### config.mk
export PLATFORM = sky130hd
export DESIGN_NAME = serial_subtractor_19bit
export DESIGN_NICKNAME = d
export VERILOG_FILES = /design/src/rtl/serial_subtractor_19bit.sv
export SDC_FILE = /design/constraint.sdc
export NUM_CORES = 1
export LEC_CHECK = 0
export ABC_AREA = 1
export CORE_UTILIZATION = 48
export CTS_CLUSTER_SIZE = 14
export DETAILED_ROUTE_END_ITERATION = 16
export PLACE_DENSITY = 0.74
export SLEW_MARGIN = 10
export SYNTH_ARGS = -nofsm -noshare
export SYNTH_HDL_FRONTEND = slang
export SYNTH_SLANG_ARGS = --single-unit
### constraint.sdc
create_clock -name i_clk -period 2.6 [get_ports i_clk]
set_input_delay 0.52 -clock i_clk [delete_from_list [all_inputs] [get_ports i_clk]]
set_output_delay 0.52 -clock i_clk [all_outputs]
set_load 0.02 [all_outputs]
### src/rtl/serial_subtractor_19bit.sv
// Bit-serial ripple-borrow subtractor with valid/ready handshakes on both sides.
// Result is {borrow_out, difference}; one operand bit is consumed per cycle, LSB first.
module serial_subtractor_19bit #(
  parameter int unsigned WIDTH = 19
) (
  input  logic             i_clk,
  input  logic             i_rst,
  input  logic             i_valid,
  output logic             o_ready,
  input  logic [WIDTH-1:0] i_minuend,
  input  logic [WIDTH-1:0] i_subtrahend,
  output logic             o_valid,
  input  logic             i_ready,
  output logic [WIDTH:0]   o_result
);

  localparam int unsigned CNT_W = $clog2(WIDTH + 1);
  localparam int unsigned IDX_W = (WIDTH > 1) ? $clog2(WIDTH) : 1;

  typedef enum logic [1:0] {
    IDLE  = 2'd0,
    SHIFT = 2'd1,
    DONE  = 2'd2
  } state_t;

  state_t           state_q;
  logic [WIDTH-1:0] a_q;
  logic [WIDTH-1:0] b_q;
  logic [WIDTH-1:0] diff_q;
  logic [CNT_W-1:0] cnt_q;
  logic             brw_q;
  logic             ready_q;
  logic             valid_q;
  logic [WIDTH:0]   result_q;

  logic [IDX_W-1:0] bit_idx;
  logic             a_bit;
  logic             b_bit;
  logic             d_bit_d;
  logic             brw_d;
  logic [WIDTH-1:0] diff_d;
  logic             last_bit;

  // One full-subtractor cell applied to the operand bit selected by the counter
  always_comb begin
    bit_idx  = cnt_q[IDX_W-1:0];
    a_bit    = a_q[bit_idx];
    b_bit    = b_q[bit_idx];
    d_bit_d  = a_bit ^ b_bit ^ brw_q;
    brw_d    = (~a_bit & b_bit) | (~(a_bit ^ b_bit) & brw_q);
    diff_d   = diff_q;
    diff_d[bit_idx] = d_bit_d;
    last_bit = (cnt_q == CNT_W'(WIDTH - 1));
  end

  // Control FSM plus datapath registers; reset overrides every handshake
  always_ff @(posedge i_clk) begin
    if (i_rst) begin
      state_q  <= IDLE;
      a_q      <= '0;
      b_q      <= '0;
      diff_q   <= '0;
      cnt_q    <= '0;
      brw_q    <= 1'b0;
      ready_q  <= 1'b1;
      valid_q  <= 1'b0;
      result_q <= '0;
    end else begin
      case (state_q)
        IDLE: begin
          if (i_valid) begin
            a_q     <= i_minuend;
            b_q     <= i_subtrahend;
            diff_q  <= '0;
            cnt_q   <= '0;
            brw_q   <= 1'b0;
            ready_q <= 1'b0;
            state_q <= SHIFT;
          end
        end
        SHIFT: begin
          cnt_q  <= cnt_q + CNT_W'(1);
          brw_q  <= brw_d;
          diff_q <= diff_d;
          if (last_bit) begin
            result_q <= {brw_d, diff_d};
            valid_q  <= 1'b1;
            state_q  <= DONE;
          end
        end
        DONE: begin
          if (i_ready) begin
            valid_q <= 1'b0;
            ready_q <= 1'b1;
            state_q <= IDLE;
          end
        end
        default: begin
          valid_q <= 1'b0;
          ready_q <= 1'b1;
          state_q <= IDLE;
        end
      endcase
    end
  end

  assign o_ready  = ready_q;
  assign o_valid  = valid_q;
  assign o_result = result_q;

endmodule

==> results.md <==
- Reg area: 1730 um2
- Max Cap Viol: 0
- HP Class: reg -> reg
- Number of synthesized register bits: 86
- Area of the multi-input gates: 1890 um2
- Tmin final: 2390 ps
- Register-to-Register Setup Slack: 210 ps
- Die footprint: 8830 um2
- Slew @ Worst Pin: 471 ps
- Synth unique cells: 28
- # DRC: 0
- Ys flop type: dfxtp_1
- Core area: 8220 um2
- Via count of the first global-routing pass: 3707
- Max stage delay cell, worst path: fa_1
- CP Max Fanout: 10
- Lkg Pwr: 2.14 nW
- Kind of critical path: reg -> reg
- Syn avg cell area: 6.66 um2
- Post-route ant nets: 0
- Port bufs: 63
- Ys async rst share: 0
- Starting DRT DRC Count: 230
- CP Data Required Time: 2850 ps
- Final Hold Vio Count: 0
- Number of buffers created by CTS: 9
- Crit path launch type: flip-flop
- Yosys warnings: 0
- Most used cell, CP: nand2_1
- Routability cong.: 0.892
- DR pass1 iterations: 5
- Site Rows: 33
- Fmax: 419 MHz
- Routed WL per cell: 12.4 um
- Antenna diodes: 0
- Pwr Total: 2.71 mW
- Hold_buf cts: 0
- DR vias: 3933
- Critical Path, Cell by Cell: clkinvlp_4 -> buf_2 -> nand2_1 -> nand3_1 -> nand2_1 -> nand2_1 -> nand3_1 -> nor2_1 -> fa_1 -> buf_4 -> nand4_1 -> a21oi_1 -> nor2_1
- I/O Pins: 64
- Initial antenna violation count: 0
- CTS max path bufs: 2
- Critical Path End Type: flip-flop
- R2r endpoint: o_result[16]
- Post-synth EDFFs: 0
- Filler Cells Inserted: 781
- Worst Reg-to-Reg Cells: 13
- Maximum VDD drop: 284 uV
- Crit path launch: bit_idx[0]
- Layout Skew: 11.2 ps
- Reg clk slew, reported paths: 80 ps
- Global route overflow: 0
- Tcrit/Tclk final: 0.919
- Worst r2r src: bit_idx[0]
- Sinks on Clock Net: 86
- DIE WIDTH: 94.0 um
- H-tree Lvls: 3
- First-pass GRT wire length: 16.5 mm
- Slew margin rel.: 0.686
- Status: complete, no violations
- Die H: 94.0 um
- TritonCTS clock tree: built
- Post-synthesis cell count: 610
- Share of cells above drive strength 1: 0.0700
- Largest net degree at the start of global routing: 59
- Layout area overhead: 22.5%
- Slew Viols, Final: 0
- PwrDens: 544 nW/um2
- Clock latency at the later pin of the worst-skew pair: 350 ps
- Final Setup Violations: 0
- Crit path to: o_result[16]
- Post-synthesis sequential area ratio: 0.424
- Setup_tns: 0 ps
- Final WL: 9.66 mm
- GRT Util Overall: 0.235
- CP max stage delay: 540 ps
- Layout net count: 713
- Unrepaired setup endpoints after global routing: false
- CTS root buffer: clkbuf_8
- HPWL after DPL: 6.61 mm
- Arr. time, crit path: 2640 ps
- Initial Util: 0.494
- Vias per std cell: 5.07
- Netlist Area Pre-Place: 4060 um2
- Mapped Nets: 657
[cells in the final DEF (no fill, tap or decap), types with 3 or more instances in the layout]
cell type / instances
dfxtp_1: 85
o21bai_1: 3
nor2_1: 84
nand2_1: 148
clkdlybuf4s50_1: 63
o21ai_0: 44
clkinvlp_4: 4
nand3_1: 58
nand4_1: 4
a21oi_1: 58
nor2_2: 3
buf_4: 18
inv_1: 67
ha_1: 4
clkbuf_8: 10
[critical path: cells and delay by family, from the launching register on]
| kind | cells | cell delay [ps] |
|---|---|---|
| AOI/OAI and AO/OA | 1 | 180 |
| adders and majority gates | 1 | 540 |
| buffers and inverters | 3 | 570 |
| DFF | 1 | 400 |
| and+or+nand+nor | 8 | 580 |
[final cells by class]
type,instances,share of cell area
clock buffer,10,0.0277
timing repair buffer,82,0.155
tap,105,0.0264
inverter,71,0.0548
sequential,86,0.347
clock inverter,6,0.00906
multi-input combinational,416,0.380
[kinds of logic (layout without fill, tap and decap cells)]
| group | Yosys count | after routing | share of synthesized area |
|---|---|---|---|
| AOI/OAI and AO/OA | 109 | 109 | 0.138 |
| buffers and inverters | 108 | 169 | 0.110 |
| and+or+nand+nor | 302 | 302 | 0.310 |
| adders and majority gates | 5 | 5 | 0.0173 |
| DFF | 86 | 86 | 0.424 |
[registers in the layout (all words and copies together), names as in the netlist]
name / cells
state_q: 2
brw_q: 1
o_ready: 1
b_q: 19
bit_idx: 5
o_valid: 1
a_q: 19
o_result: 20
diff_q: 18
[stage by stage]
| step | std cells | area, um2 | util | setup WS, ps | hold WS, ps |
|---|---|---|---|---|---|
| 2_1_floorplan | 610 | 4060 | - | 145 | 429 |
| 3_3_place_gp | 757 | 4760 | 0.580 | 261 | 441 |
| 3_5_place_dp | 757 | 4760 | 0.580 | 156 | 449 |
| 4_1_cts | 773 | 4950 | 0.602 | 132 | 461 |
| 5_1_grt | 776 | 4970 | 0.605 | 13.9 | 478 |
| 6_report | 776 | 4970 | 0.605 | 212 | 458 |
[cell usage after synthesis, types with 2 or more instances]
cell type | count | share of area
inv_2 | 2 | 0.0018
dfxtp_1 | 86 | 0.42
buf_6 | 3 | 0.0083
nor2_2 | 3 | 0.0046
clkbuf_2 | 2 | 0.0025
nand3_1 | 58 | 0.071
nand4_1 | 4 | 0.0062
ha_1 | 4 | 0.012
o21ai_0 | 44 | 0.054
a21oi_1 | 58 | 0.071
o21bai_1 | 3 | 0.0055
nand2_1 | 148 | 0.14
buf_2 | 12 | 0.015
nor2_1 | 84 | 0.078
inv_1 | 68 | 0.063
clkbuf_1 | 19 | 0.018
[per-layer routing]
layer,vias up,GRT usage,wire length (um)
met4,0,0.105,187
met3,18,0.0356,423
met5,-,0,0
met1,1771,0.309,4710
li1,2029,-,-
met2,115,0.378,4340
[worst min path at each step]
stage	startpoint	to	depth (start not counted)
2_1_floorplan	a_q[0]	a_q[0]	2
4_1_cts	o_ready	o_ready	2
6_report	o_ready	o_ready	2
5_1_grt	b_q[9]	b_q[9]	2
3_3_place_gp	o_ready	o_ready	2
3_5_place_dp	o_ready	o_ready	2
[where the power goes]
group          internal [mW]  leakage (nW)  switching [mW]
registers               1.37         0.703          0.0283
clock network          0.378        0.0853           0.498
logic                  0.171          1.35           0.258
total                   1.92          2.14           0.784
[what timing repair did]
item	4_1_cts	5_1_grt
endpoints found under the setup margin	0	35
resized for setup	0	3
setup buffers	0	3
Power figures use the tool's default switching activity.
